## src/rtl/uart_frame_rx_if.sv

```systemverilog
// Signal bundle between the UART frame receiver and its consumer.
// master: the receiver (reads the serial line, drives the results).
// slave:  the consumer / line driver.
interface uart_frame_rx_if;
   logic        uart_rx;
   logic [7:0]  byte_data;
   logic        byte_valid;
   logic [23:0] data_out;
   logic        data_valid;
   logic        frame_err;

   modport master (
      input  uart_rx,
      output byte_data, byte_valid, data_out, data_valid, frame_err
   );

   modport slave (
      output uart_rx,
      input  byte_data, byte_valid, data_out, data_valid, frame_err
   );
endinterface

```

## src/rtl/uart_frame_rx.sv

```systemverilog
// 8N1 UART receiver plus frame parser for 24-bit sensor readings.
// Frame: HEADER, byte0, byte1, byte2, checksum (byte0+byte1+byte2 mod 256).
//
// Byte receiver states
//   state   | meaning
//   B_IDLE  | line idle, waiting for a falling edge on rx_s
//   B_START | half a bit in, confirming the start bit is still low
//   B_DATA  | sampling 8 data bits at mid-bit, LSB first
//   B_STOP  | sampling the stop bit (1 = byte accepted, 0 = framing error)
//
// Frame parser states
//   state   | meaning
//   P_HDR   | discarding bytes until HEADER arrives
//   P_D0    | expecting reading byte 0 (MSB)
//   P_D1    | expecting reading byte 1
//   P_D2    | expecting reading byte 2 (LSB)
//   P_CHK   | expecting the checksum byte
module uart_frame_rx #(
   parameter int          CLK_FRE   = 50,
   parameter int          UART_RATE = 9600,
   parameter logic [7:0]  HEADER    = 8'hA5,
   parameter int          GAP_BYTES = 2
) (
   input  logic           clk,
   input  logic           rst,
   uart_frame_rx_if.master bus
);

   localparam int CYCLE   = CLK_FRE * 1_000_000 / UART_RATE;
   localparam int HALF    = CYCLE / 2;
   localparam int CNT_W   = ($clog2(CYCLE) > 13) ? $clog2(CYCLE) : 13;
   localparam int GAP_LIM = GAP_BYTES * 10 * CYCLE;
   localparam int GAP_W   = $clog2(GAP_LIM + 1);

   localparam logic [CNT_W-1:0] HALF_M1 = CNT_W'(HALF - 1);
   localparam logic [CNT_W-1:0] CYC_M1  = CNT_W'(CYCLE - 1);

   typedef enum logic [1:0] {B_IDLE, B_START, B_DATA, B_STOP} b_state_t;
   typedef enum logic [2:0] {P_HDR, P_D0, P_D1, P_D2, P_CHK} p_state_t;

   b_state_t         b_state, b_next;
   p_state_t         p_state, p_next;

   logic [1:0]       rx_sync;
   logic             rx_s, rx_prev;
   logic [CNT_W-1:0] cnt;
   logic             cnt_zero;
   logic [2:0]       bit_idx;
   logic [7:0]       shift_q;
   logic             shift_en, stop_ok, stop_err;

   logic [7:0]       byte_q;
   logic             bv_q;
   logic [7:0]       sum;
   logic [23:0]      payload;
   logic [GAP_W-1:0] gap;
   logic             timeout;
   logic             store_en, chk_ok, chk_bad;
   logic [23:0]      data_q;
   logic             dv_q, ferr_q;

   assign rx_s     = rx_sync[1];
   assign cnt_zero = (cnt == '0);

   // Two-flop synchroniser and previous-sample register for edge detection
   always_ff @(posedge clk) begin
      if (rst) begin
         rx_sync <= 2'b11;
         rx_prev <= 1'b1;
      end else begin
         rx_sync <= {rx_sync[0], bus.uart_rx};
         rx_prev <= rx_s;
      end
   end

   // Byte receiver state register
   always_ff @(posedge clk) begin
      if (rst) b_state <= B_IDLE;
      else     b_state <= b_next;
   end

   // Byte receiver next-state logic
   always_comb begin
      b_next = b_state;
      case (b_state)
         B_IDLE:  if (rx_prev && !rx_s)           b_next = B_START;
         B_START: if (cnt_zero)                   b_next = rx_s ? B_IDLE : B_DATA;
         B_DATA:  if (cnt_zero && bit_idx == 3'd7) b_next = B_STOP;
         B_STOP:  if (cnt_zero)                   b_next = B_IDLE;
         default:                                 b_next = B_IDLE;
      endcase
   end

   // Byte receiver sample strobes
   always_comb begin
      shift_en = (b_state == B_DATA) && cnt_zero;
      stop_ok  = (b_state == B_STOP) && cnt_zero && rx_s;
      stop_err = (b_state == B_STOP) && cnt_zero && !rx_s;
   end

   // Bit timer (down-counter, reloaded on terminal count), bit index and shifter
   always_ff @(posedge clk) begin
      if (rst) begin
         cnt     <= '0;
         bit_idx <= 3'd0;
         shift_q <= 8'h00;
      end else begin
         if (b_state == B_IDLE) cnt <= HALF_M1;
         else if (cnt_zero)     cnt <= CYC_M1;
         else                   cnt <= cnt - CNT_W'(1);

         if (b_state != B_DATA) bit_idx <= 3'd0;
         else if (shift_en)     bit_idx <= bit_idx + 3'd1;

         if (shift_en) shift_q <= {rx_s, shift_q[7:1]};
      end
   end

   // Accepted-byte strobe and data, one cycle after the stop-bit sample
   always_ff @(posedge clk) begin
      if (rst) begin
         bv_q   <= 1'b0;
         byte_q <= 8'h00;
      end else begin
         bv_q <= stop_ok;
         if (stop_ok) byte_q <= shift_q;
      end
   end

   // A bv_q cycle restarts the gap, so it can never coincide with a timeout
   assign timeout = (p_state != P_HDR) && !bv_q && (gap == '0);

   // Frame parser state register
   always_ff @(posedge clk) begin
      if (rst) p_state <= P_HDR;
      else     p_state <= p_next;
   end

   // Frame parser next-state logic; errors always resync to the header
   always_comb begin
      p_next = p_state;
      if (stop_err || timeout) begin
         p_next = P_HDR;
      end else if (bv_q) begin
         case (p_state)
            P_HDR:   if (byte_q == HEADER) p_next = P_D0;
            P_D0:    p_next = P_D1;
            P_D1:    p_next = P_D2;
            P_D2:    p_next = P_CHK;
            default: p_next = P_HDR;
         endcase
      end
   end

   // Frame parser per-byte actions
   always_comb begin
      store_en = bv_q && ((p_state == P_D0) || (p_state == P_D1) || (p_state == P_D2));
      chk_ok   = bv_q && (p_state == P_CHK) && (byte_q == sum);
      chk_bad  = bv_q && (p_state == P_CHK) && (byte_q != sum);
   end

   // Payload, checksum accumulator, inter-byte gap timer and result strobes
   always_ff @(posedge clk) begin
      if (rst) begin
         sum     <= 8'h00;
         payload <= 24'h0;
         gap     <= '0;
         data_q  <= 24'h0;
         dv_q    <= 1'b0;
         ferr_q  <= 1'b0;
      end else begin
         if (p_state == P_HDR) sum <= 8'h00;
         else if (store_en)    sum <= sum + byte_q;

         if (store_en) payload <= {payload[15:0], byte_q};

         if (p_next == P_HDR)  gap <= '0;
         else if (bv_q)        gap <= GAP_W'(GAP_LIM);
         else if (gap != '0)   gap <= gap - GAP_W'(1);

         dv_q   <= chk_ok && !stop_err;
         if (chk_ok && !stop_err) data_q <= payload;
         ferr_q <= stop_err || timeout || chk_bad;
      end
   end

   assign bus.byte_data  = byte_q;
   assign bus.byte_valid = bv_q;
   assign bus.data_out   = data_q;
   assign bus.data_valid = dv_q;
   assign bus.frame_err  = ferr_q;

endmodule

```

## src/flat_wrapper.sv

```systemverilog
// flat-port wrapper written by rule: the top's interface ports become plain ports
module uart_frame_rx_flat 
#(
   parameter int          CLK_FRE   = 50,
   parameter int          UART_RATE = 9600,
   parameter logic [7:0]  HEADER    = 8'hA5,
   parameter int          GAP_BYTES = 2
)
  (clk, rst, bus_uart_rx, bus_byte_data, bus_byte_valid, bus_data_out, bus_data_valid, bus_frame_err);
  uart_frame_rx_if bus_i ();
  input  logic clk;
  input  logic rst;
  input wire logic [$bits(bus_i.uart_rx)-1:0] bus_uart_rx;
  output wire logic [$bits(bus_i.byte_data)-1:0] bus_byte_data;
  output wire logic [$bits(bus_i.byte_valid)-1:0] bus_byte_valid;
  output wire logic [$bits(bus_i.data_out)-1:0] bus_data_out;
  output wire logic [$bits(bus_i.data_valid)-1:0] bus_data_valid;
  output wire logic [$bits(bus_i.frame_err)-1:0] bus_frame_err;
  assign bus_i.uart_rx = bus_uart_rx;
  assign bus_byte_data = bus_i.byte_data;
  assign bus_byte_valid = bus_i.byte_valid;
  assign bus_data_out = bus_i.data_out;
  assign bus_data_valid = bus_i.data_valid;
  assign bus_frame_err = bus_i.frame_err;
  uart_frame_rx #(.CLK_FRE(CLK_FRE), .UART_RATE(UART_RATE), .HEADER(HEADER), .GAP_BYTES(GAP_BYTES)) u_core (.clk(clk), .rst(rst), .bus(bus_i));
endmodule
```

## config.mk

```make
export PLATFORM = sky130hd
export DESIGN_NAME = uart_frame_rx_flat
export DESIGN_NICKNAME = d
export VERILOG_FILES = /design/src/rtl/uart_frame_rx_if.sv /design/src/rtl/uart_frame_rx.sv /design/src/flat_wrapper.sv
export SDC_FILE = /design/constraint.sdc
export NUM_CORES = 1
export LEC_CHECK = 0
export CAP_MARGIN = 20
export CORE_AREA = 2 2 99 149
export CTS_CLUSTER_DIAMETER = 40
export DETAILED_ROUTE_END_ITERATION = 10
export DIE_AREA = 0 0 101 151
export GPL_ROUTABILITY_DRIVEN = 0
export HOLD_SLACK_MARGIN = 0.05
export SLEW_MARGIN = 10
export SYNTH_ARGS = -nofsm -noshare
export SYNTH_HDL_FRONTEND = slang
export SYNTH_SLANG_ARGS = --single-unit
```

## constraint.sdc

```tcl
create_clock -name clk -period 4.4 [get_ports clk]
set_input_delay 1.1 -clock clk [delete_from_list [all_inputs] [get_ports clk]]
set_output_delay 1.1 -clock clk [all_outputs]
set_load 0.01 [all_outputs]
```

Word-level counts from Yosys, hierarchy flattened --
Index checks and enable logic that the tools add are counted.
Storage, ports and cells: register bits 116, output and inout bits 35, word-level logic and storage cells 87
Cells by class: add/sub/neg operators 4, equality and inequality tests 16, muxes and demuxes 14, reduce and logical (&&, ||, !) cells 35
Operator list (count):
- $mux 17 | 2
- $logic_not 17->1 | 1
- $reduce_bool 17->1 | 1
- $sub 17x1->17 const B | 1
- $logic_and 1x1->1 | 13
- $logic_not 13->1 | 1
- $mux 13 | 1
- $sub 13x1->13 const B | 1
- $mux 12 | 1
- $pmux 3 s4 | 1
- $mux 2 | 5
- $mux 3 | 3
- $add 8x8->8 | 1
- $eq 8x8->1 | 1
- $eq 8x8->1 const B | 1
- $ne 2x1->1 const B | 4
- $ne 8x8->1 | 1
- $pmux 2 s4 | 1
- $reduce_or 2->1 | 4
- $eq 3x2->1 const B | 2
- $eq 3x3->1 const B | 2
- $logic_not 3->1 | 2
- $reduce_or 3->1 | 2
- $eq 2x2->1 const B | 2
- 10 further kinds | 15

Logic depth before layout (Yosys ltp) --
Gate-level depths: netlist of run 1.
depth in word-level cells 7, mapped depth 9, gate-level depth less buffers 9

Least setup slack after synthesis of run 1 --
OpenSTA, ideal clock, no wires.
path kind input to register, from input rst, to register u_core.sum[6], setup time 0.062 ns, data arrival time 2.293 ns, required time 4.338 ns, setup slack 2.045 ns, stages on the path 5, buffers on the path 2, path through clkbuf_1 -> or2_2 -> clkbuf_1 -> or4_1 -> nand3_1
On the way: cells in the longest elaborated chain, start to end 1
Ends and longest elaborated chain:
- from (decl) | line flat_wrapper.sv:12 | input logic rst;
- $reduce_or 2->1 (no line)
- to (signal assigned) | line uart_frame_rx.sv:173 | else if (store_en) sum <= sum + byte_q;
- to (decl) | line uart_frame_rx.sv:54 | logic [7:0] sum;
Every way passes these cells. A chain may end at the register's enable or synchronous reset.

Worst setup path after layout of run 1 --
from register u_core.cnt[8], to register u_core.byte_q[5] (netlist: u_core.bus.byte_data[5])
On the way: cells in the longest elaborated chain, start to end 3
Ends and longest elaborated chain:
- from (decl) | line uart_frame_rx.sv:46 | logic [CNT_W-1:0] cnt;
- from (signal assigned) | line uart_frame_rx.sv:110 | else cnt <= cnt - CNT_W'(1);
- $logic_not 13->1 | line uart_frame_rx.sv:63 | assign cnt_zero = (cnt == '0);
- $logic_and 1x1->1 (2 in series) | line uart_frame_rx.sv:97 | stop_ok = (b_state == B_STOP) && cnt_zero && rx_s;
- to (signal assigned) | line uart_frame_rx.sv:126 | if (stop_ok) byte_q <= shift_q;
- to (decl) | line uart_frame_rx.sv:52 | logic [7:0] byte_q;
Every way passes these cells.

==> results.cfg, run 1 <==
[timing]
setup_viol = 0
tightestPinTransition_ps = 598
tns_ps = 0
fin_skew_ps = 10.5
slew_viol_final = 0
final_hold_viol_count = 0
max_freq_ghz = 0.382
min_period_ps = 2620
timing.final.crit_share_pct = 59.4
rsz0062_at_grt = false
slew_headroom_pct = 60.0

[clocking]
cts_hold_buf = 0
cts_buffers = 17
clk_latency_ps = 410
ctsRootBufferMaster = clkbuf_16
clkSlewWorstSetupHoldPaths_ps = 50
ctsResizeCount = 0
htree_levels = 4
cts.sinks = 116
cts_tree = yes
postCtsSetupRepairBufs = 0
clock_path_buffers = 2

[grt]
antenna_found_initial = 0
grt_pass1_vias = 3761
grt_max_degree = 54
grt_pass1_wl_um = 18000
gr-total-overflow = 0
track_usage_pct = 15.0

[worst_setup_path]
arrival_ps = 2890
reg2reg_from = u_core.cnt[8]
worstSetupStartpointType = register
worstSetupEndpointType = register
crit_path_start = u_core.cnt[8]
r2r_slack_ps = 1780
ff2ff_path_depth = 6
cp_data_required_time_ps = 4670
crit_end = u_core.bus.byte_data[5]
crit_type = reg -> reg
critical_path.max_fanout = 11
timing.rr.end = u_core.bus.byte_data[5]

[finish]
nets = 591
final_area_sq_um = 5930
drive_gt1_share_pct = 7.84
num_antenna_cells = 0
syn_to_final_growth_pct = 22.6

[floorplanning]
start_util_pct = 34.7
die_y_um = 151
die-width_um = 101
rows = 53
ios = 38
coreArea_sq_um = 13900
die_area_sq_um = 15300

[synthesis]
yosys-top-cells-area = dfxtp_1, mux2i_1, nor2_1
netlist_area_sq_um = 4840
synthFlopType = dfxtp_1
ys_async_sr_fraction_pct = 0
syn_nets = 558
synth-seq-cells = 116
postSynthAreaPerCell_sq_um = 8.93
yosysUniqueCellTypes = 48
synth_edf_count = 0
synth_top_area_share_pct = 48.0
synth.largest_area_cell = dfxtp_1
yosysWarnings = 0
synth_seq_area_share_pct = 48.0
netlist_instances = 542

[placed_design]
hpwl_um = 7430
placed_cell_area_sq_um = 5320
io_buffer_count = 37

[routing]
drc = 0
drt_first_pass_iters = 5
postRouteAntennaNets = 0
drtIter0Drc = 186
viasPerCell = 5.18
wl_um = 10800
num_vias = 3899
wl_per_cell_um = 14.3

[status]
outcome = finished clean

[pwr]
powerDensity_nw_per_um2 = 428
leakage_nw = 2.24
ir_drop_v = 0.000269
power_mw = 2.54

[worst_hold_path]
hold_class = reg -> reg

[flow_run]
maxCapViolations = 0
## flip-flops by register name, indices dropped and copies added, names as in the netlist, named ones only
register,flops
u_core.payload,24
u_core.sum,8
u_core.bus.data_out,24
u_core.bit_idx,3
u_core.bus.frame_err,1
u_core.rx_sync,2
u_core.rx_prev,1
u_core.p_state,3
u_core.b_state,1
u_core.bus.byte_valid,1
u_core.cnt,13
u_core.shift_q,8
u_core.bus.data_valid,1
u_core.gap,17
u_core.bus.byte_data,8
## cell type report
class | count | area [sq um]
Timing Repair Buffer | 41 | 395
Clock buffer | 21 | 460
Inverter | 13 | 48.8
Tap cell | 165 | 206
Clock inverter | 10 | 155
Multi-Input combinational cell | 386 | 2340
Sequential cell | 116 | 2320
Fill cell | 1398 | 7990
## worst min-delay path by stage
| stage | cells after the start | slack, ps | from | end |
|---|---|---|---|---|
| after floorplan | 1 | 390 | u_core.rx_sync[0] | u_core.rx_sync[1] |
| after global placement | 1 | 400 | u_core.rx_sync[0] | u_core.rx_sync[1] |
| after detailed placement | 1 | 400 | u_core.rx_sync[0] | u_core.rx_sync[1] |
| after CTS | 1 | 410 | u_core.rx_sync[0] | u_core.rx_sync[1] |
| after global routing | 1 | 430 | u_core.rx_sync[0] | u_core.rx_sync[1] |
| final | 1 | 410 | u_core.rx_sync[0] | u_core.rx_sync[1] |
## critical path, stage by stage (launching register included)
cell	delay, ps
dfxtp_1	340
or4_4	560
nor2_4	150
and4b_1	470
nand4_1	560
mux2i_1	330
nor2_1	70
## per-stage QoR
stage | hold WS (ps) | util, % | setup WS [ps] | std cells
finish | 409 | 42.6 | 1780 | 752
detailed placement | 399 | 38.2 | 1630 | 721
global route | 426 | 42.6 | 1540 | 752
global placement | 397 | 38.2 | 1610 | 721
floorplan | 389 | - | 2050 | 542
CTS | 412 | 42.6 | 1790 | 752
## synthesized netlist by cell type, drive strengths merged (2+ instances only)
| library cell | instances |
|---|---|
| dfxtp | 116 |
| nor2 | 79 |
| nand2 | 75 |
| a21oi | 55 |
| mux2i | 41 |
| clkbuf | 20 |
| xor2 | 14 |
| inv | 13 |
| xnor2 | 13 |
| ha | 12 |
| nand3 | 12 |
| nor3 | 8 |
| o21ai | 8 |
| a31oi | 7 |
| buf | 7 |
| nand3b | 6 |
| nor4 | 6 |
| or2 | 5 |
| or4 | 5 |
| nand4 | 4 |
| and3 | 3 |
| and4 | 3 |
| nand2b | 3 |
| a221oi | 2 |
| mux2 | 2 |
| nand4b | 2 |
| nor2b | 2 |
| nor4b | 2 |
| o211ai | 2 |
| o41ai | 2 |
| or3 | 2 |
## power breakdown
part	total [mW]	leakage (nW)	switching, mW	internal, mW
registers	1.06	0.937	0.00572	1.06
logic	0.0440	1.00	0.0292	0.0148
clock network	1.43	0.299	0.465	0.969
total	2.54	2.24	0.500	2.04
## layer usage
| metal | GRT usage (%) | wire (um) | vias up |
|---|---|---|---|
| li1 | - | - | 1923 |
| met1 | 17.6 | 4550 | 1896 |
| met2 | 25.8 | 5670 | 63 |
| met3 | 3.74 | 355 | 17 |
| met4 | 6.28 | 178 | 0 |
| met5 | 0 | 0 | - |
## cell usage in the layout, fill, tap and decap left out, types with 3 or more instances in the layout
| cell | instances |
|---|---|
| a21oi_1 | 55 |
| a31oi_1 | 7 |
| and3_1 | 3 |
| and4_1 | 3 |
| buf_4 | 4 |
| bufinv_16 | 4 |
| clkbuf_16 | 17 |
| clkdlybuf4s50_1 | 36 |
| clkinv_2 | 4 |
| dfxtp_1 | 116 |
| ha_1 | 12 |
| inv_1 | 13 |
| mux2i_1 | 41 |
| nand2_1 | 75 |
| nand2b_1 | 3 |
| nand3_1 | 12 |
| nand3b_1 | 6 |
| nand4_1 | 4 |
| nor2_1 | 78 |
| nor3_1 | 7 |
| nor4_1 | 6 |
| o21ai_0 | 7 |
| or2_2 | 5 |
| or4_1 | 4 |
| xnor2_1 | 13 |
| xor2_1 | 14 |
## cell families (layout without fill, tap and decap cells)
group / Yosys count / in the layout / synth area share [%]
compound gates: 82 / 82 / 9.46
xor+xnor: 27 / 27 / 4.89
fa+ha+maj: 13 / 13 / 3.52
buf+inv: 40 / 85 / 3.72
flops: 116 / 116 / 48.0
mux: 43 / 43 / 8.95
simple gates: 221 / 221 / 21.5
Note: power is estimated with default switching activity, not from simulation.
==> run 2, diff against run 1 <==
- clock period: 4.4 -> 2.59 ns (I/O delays scaled with it)
==> run 2 against run 1 <==
Clock-buffer cell count shrank 4. Sequential cell count unchanged. Combinational power rose by 74%. Clock skew is 3.8 ps lower. Sequential share of layout area fell by 0.40 points. Clock power up 62%. Via count fell by 3.3%. First-iteration DRC count up 42%. Cell count is 1.3% higher. Critical endpoint is now u_core.shift_q[4].
==> results.cfg, run 2 (synthesis results as in run 1) <==
[status]
outcome = finished clean

[floorplanning]
die_y_um = 151
die-width_um = 101
coreArea_sq_um = 13900
die_area_sq_um = 15300
start_util_pct = 34.7
ios = 38
rows = 53

[timing]
setup_viol = 0
fin_skew_ps = 6.73
max_freq_ghz = 0.441
timing.final.crit_share_pct = 87.5
whs_ps = 406
tightestPinTransition_ps = 657
rsz0062_at_grt = false
min_period_ps = 2270
tns_ps = 0
slew_viol_final = 0
final_hold_viol_count = 0
slew_headroom_pct = 56.2

[grt]
gr-total-overflow = 0
track_usage_pct = 14.5
grt_pass1_vias = 3703
antenna_found_initial = 0
grt_pass1_wl_um = 17600
grt_max_degree = 50

[pwr]
powerDensity_nw_per_um2 = 700
ir_drop_v = 0.000514
leakage_nw = 2.27

[routing]
wl_per_cell_um = 13.7
postRouteAntennaNets = 0
drtIter0Drc = 264
num_vias = 3770
drc = 0
drt_first_pass_iters = 5
wl_um = 10400
viasPerCell = 4.95

[worst_setup_path]
max_stage_delay_ps = 430
crit_type = reg -> reg
worstSetupStartpointType = register
critical_path.max_fanout = 8
arrival_ps = 2550
cp_data_required_time_ps = 2870
crit_chain = nor4_1, and2b_1, and4b_1, nand3b_1, mux2i_1, nor2_1
worstSetupEndpointType = register
crit_slowest_cell = nor4_1

[clocking]
cts_tree = yes
postCtsSetupRepairBufs = 0
clk_latency_ps = 410
ctsResizeCount = 0
htree_levels = 4
ctsRootBufferMaster = clkbuf_16
cts_hold_buf = 0
clock_path_buffers = 2
cts.sinks = 116
cts_buffers = 17
clkSlewWorstSetupHoldPaths_ps = 60

[finish]
nFillCells = 1370
syn_to_final_growth_pct = 23.9
final_core_util_pct = 43.0
final_area_sq_um = 5990
nets = 600
num_antenna_cells = 0
final_cell_mix = dfxtp_1, nor2_1, nand2_1
drive_gt1_share_pct = 9.72
stdcell_count = 762
layout_commonest_cell = dfxtp_1
regArea_sq_um = 2320
multi_input_area_sq_um = 2340

[placed_design]
io_buffer_count = 37
post-place-cells = 730
placed_cell_area_sq_um = 5400
hpwl_um = 7360

[flow_run]
maxCapViolations = 0

[worst_hold_path]
hold_class = reg -> reg
[run 2: cell types whose count changed in the layout (fill, tap and decap cells not counted), sizes merged]
cell	change
inv	+6
clkbuf	-4
buf	+9
clkinv	+1
bufinv	-2
[run 2: worst max-delay path, delay by kind of cell (launching register included)]
kind	cells	cell delay, ps
simple gates	5	1520
mux	1	300
flops	1	320
[run 2: worst paths after layout]
| kind | slack (ps) | from | to | cells past startpoint |
|---|---|---|---|---|
| setup / recovery | 320 | u_core.cnt[5] | u_core.shift_q[4] | 6 |
| hold / removal | 410 | u_core.rx_sync[0] | u_core.rx_sync[1] | 1 |
| setup reg to reg | 320 | u_core.cnt[5] | u_core.shift_q[4] | 6 |
| hold reg to reg | 410 | u_core.rx_sync[0] | u_core.rx_sync[1] | 1 |
[run 2: layout make-up]
| type | instances | area share, % |
|---|---|---|
| Tap cell | 165 | 3.44 |
| Multi-Input combinational cell | 386 | 39.1 |
| Clock inverter | 15 | 2.86 |
| Inverter | 13 | 0.814 |
| Sequential cell | 116 | 38.7 |
| Clock buffer | 17 | 7.10 |
| Timing Repair Buffer | 50 | 7.93 |
[run 2: where the power goes]
| group | leakage (nW) | switching [mW] | total, mW | internal (mW) |
|---|---|---|---|---|
| combinational | 1.05 | 0.0500 | 0.0767 | 0.0267 |
| clock | 0.286 | 0.877 | 2.32 | 1.44 |
| sequential | 0.937 | 0.00956 | 1.80 | 1.80 |
| total | 2.27 | 0.937 | 4.20 | 3.26 |
[run 2: through the flow]
stage	total power [mW]	setup slack, ps
after detailed placement	1.92	326
after CTS	4.25	318
after floorplan	1.90	550
after global routing	4.35	136
after global placement	1.92	344
final	4.20	323
[run 2: metal layers]
metal | global-route usage [%] | wire length [um]
met3 | 3.74 | 375
met5 | 0 | 0
met2 | 23.4 | 5150
met1 | 17.6 | 4680
met4 | 7.84 | 231
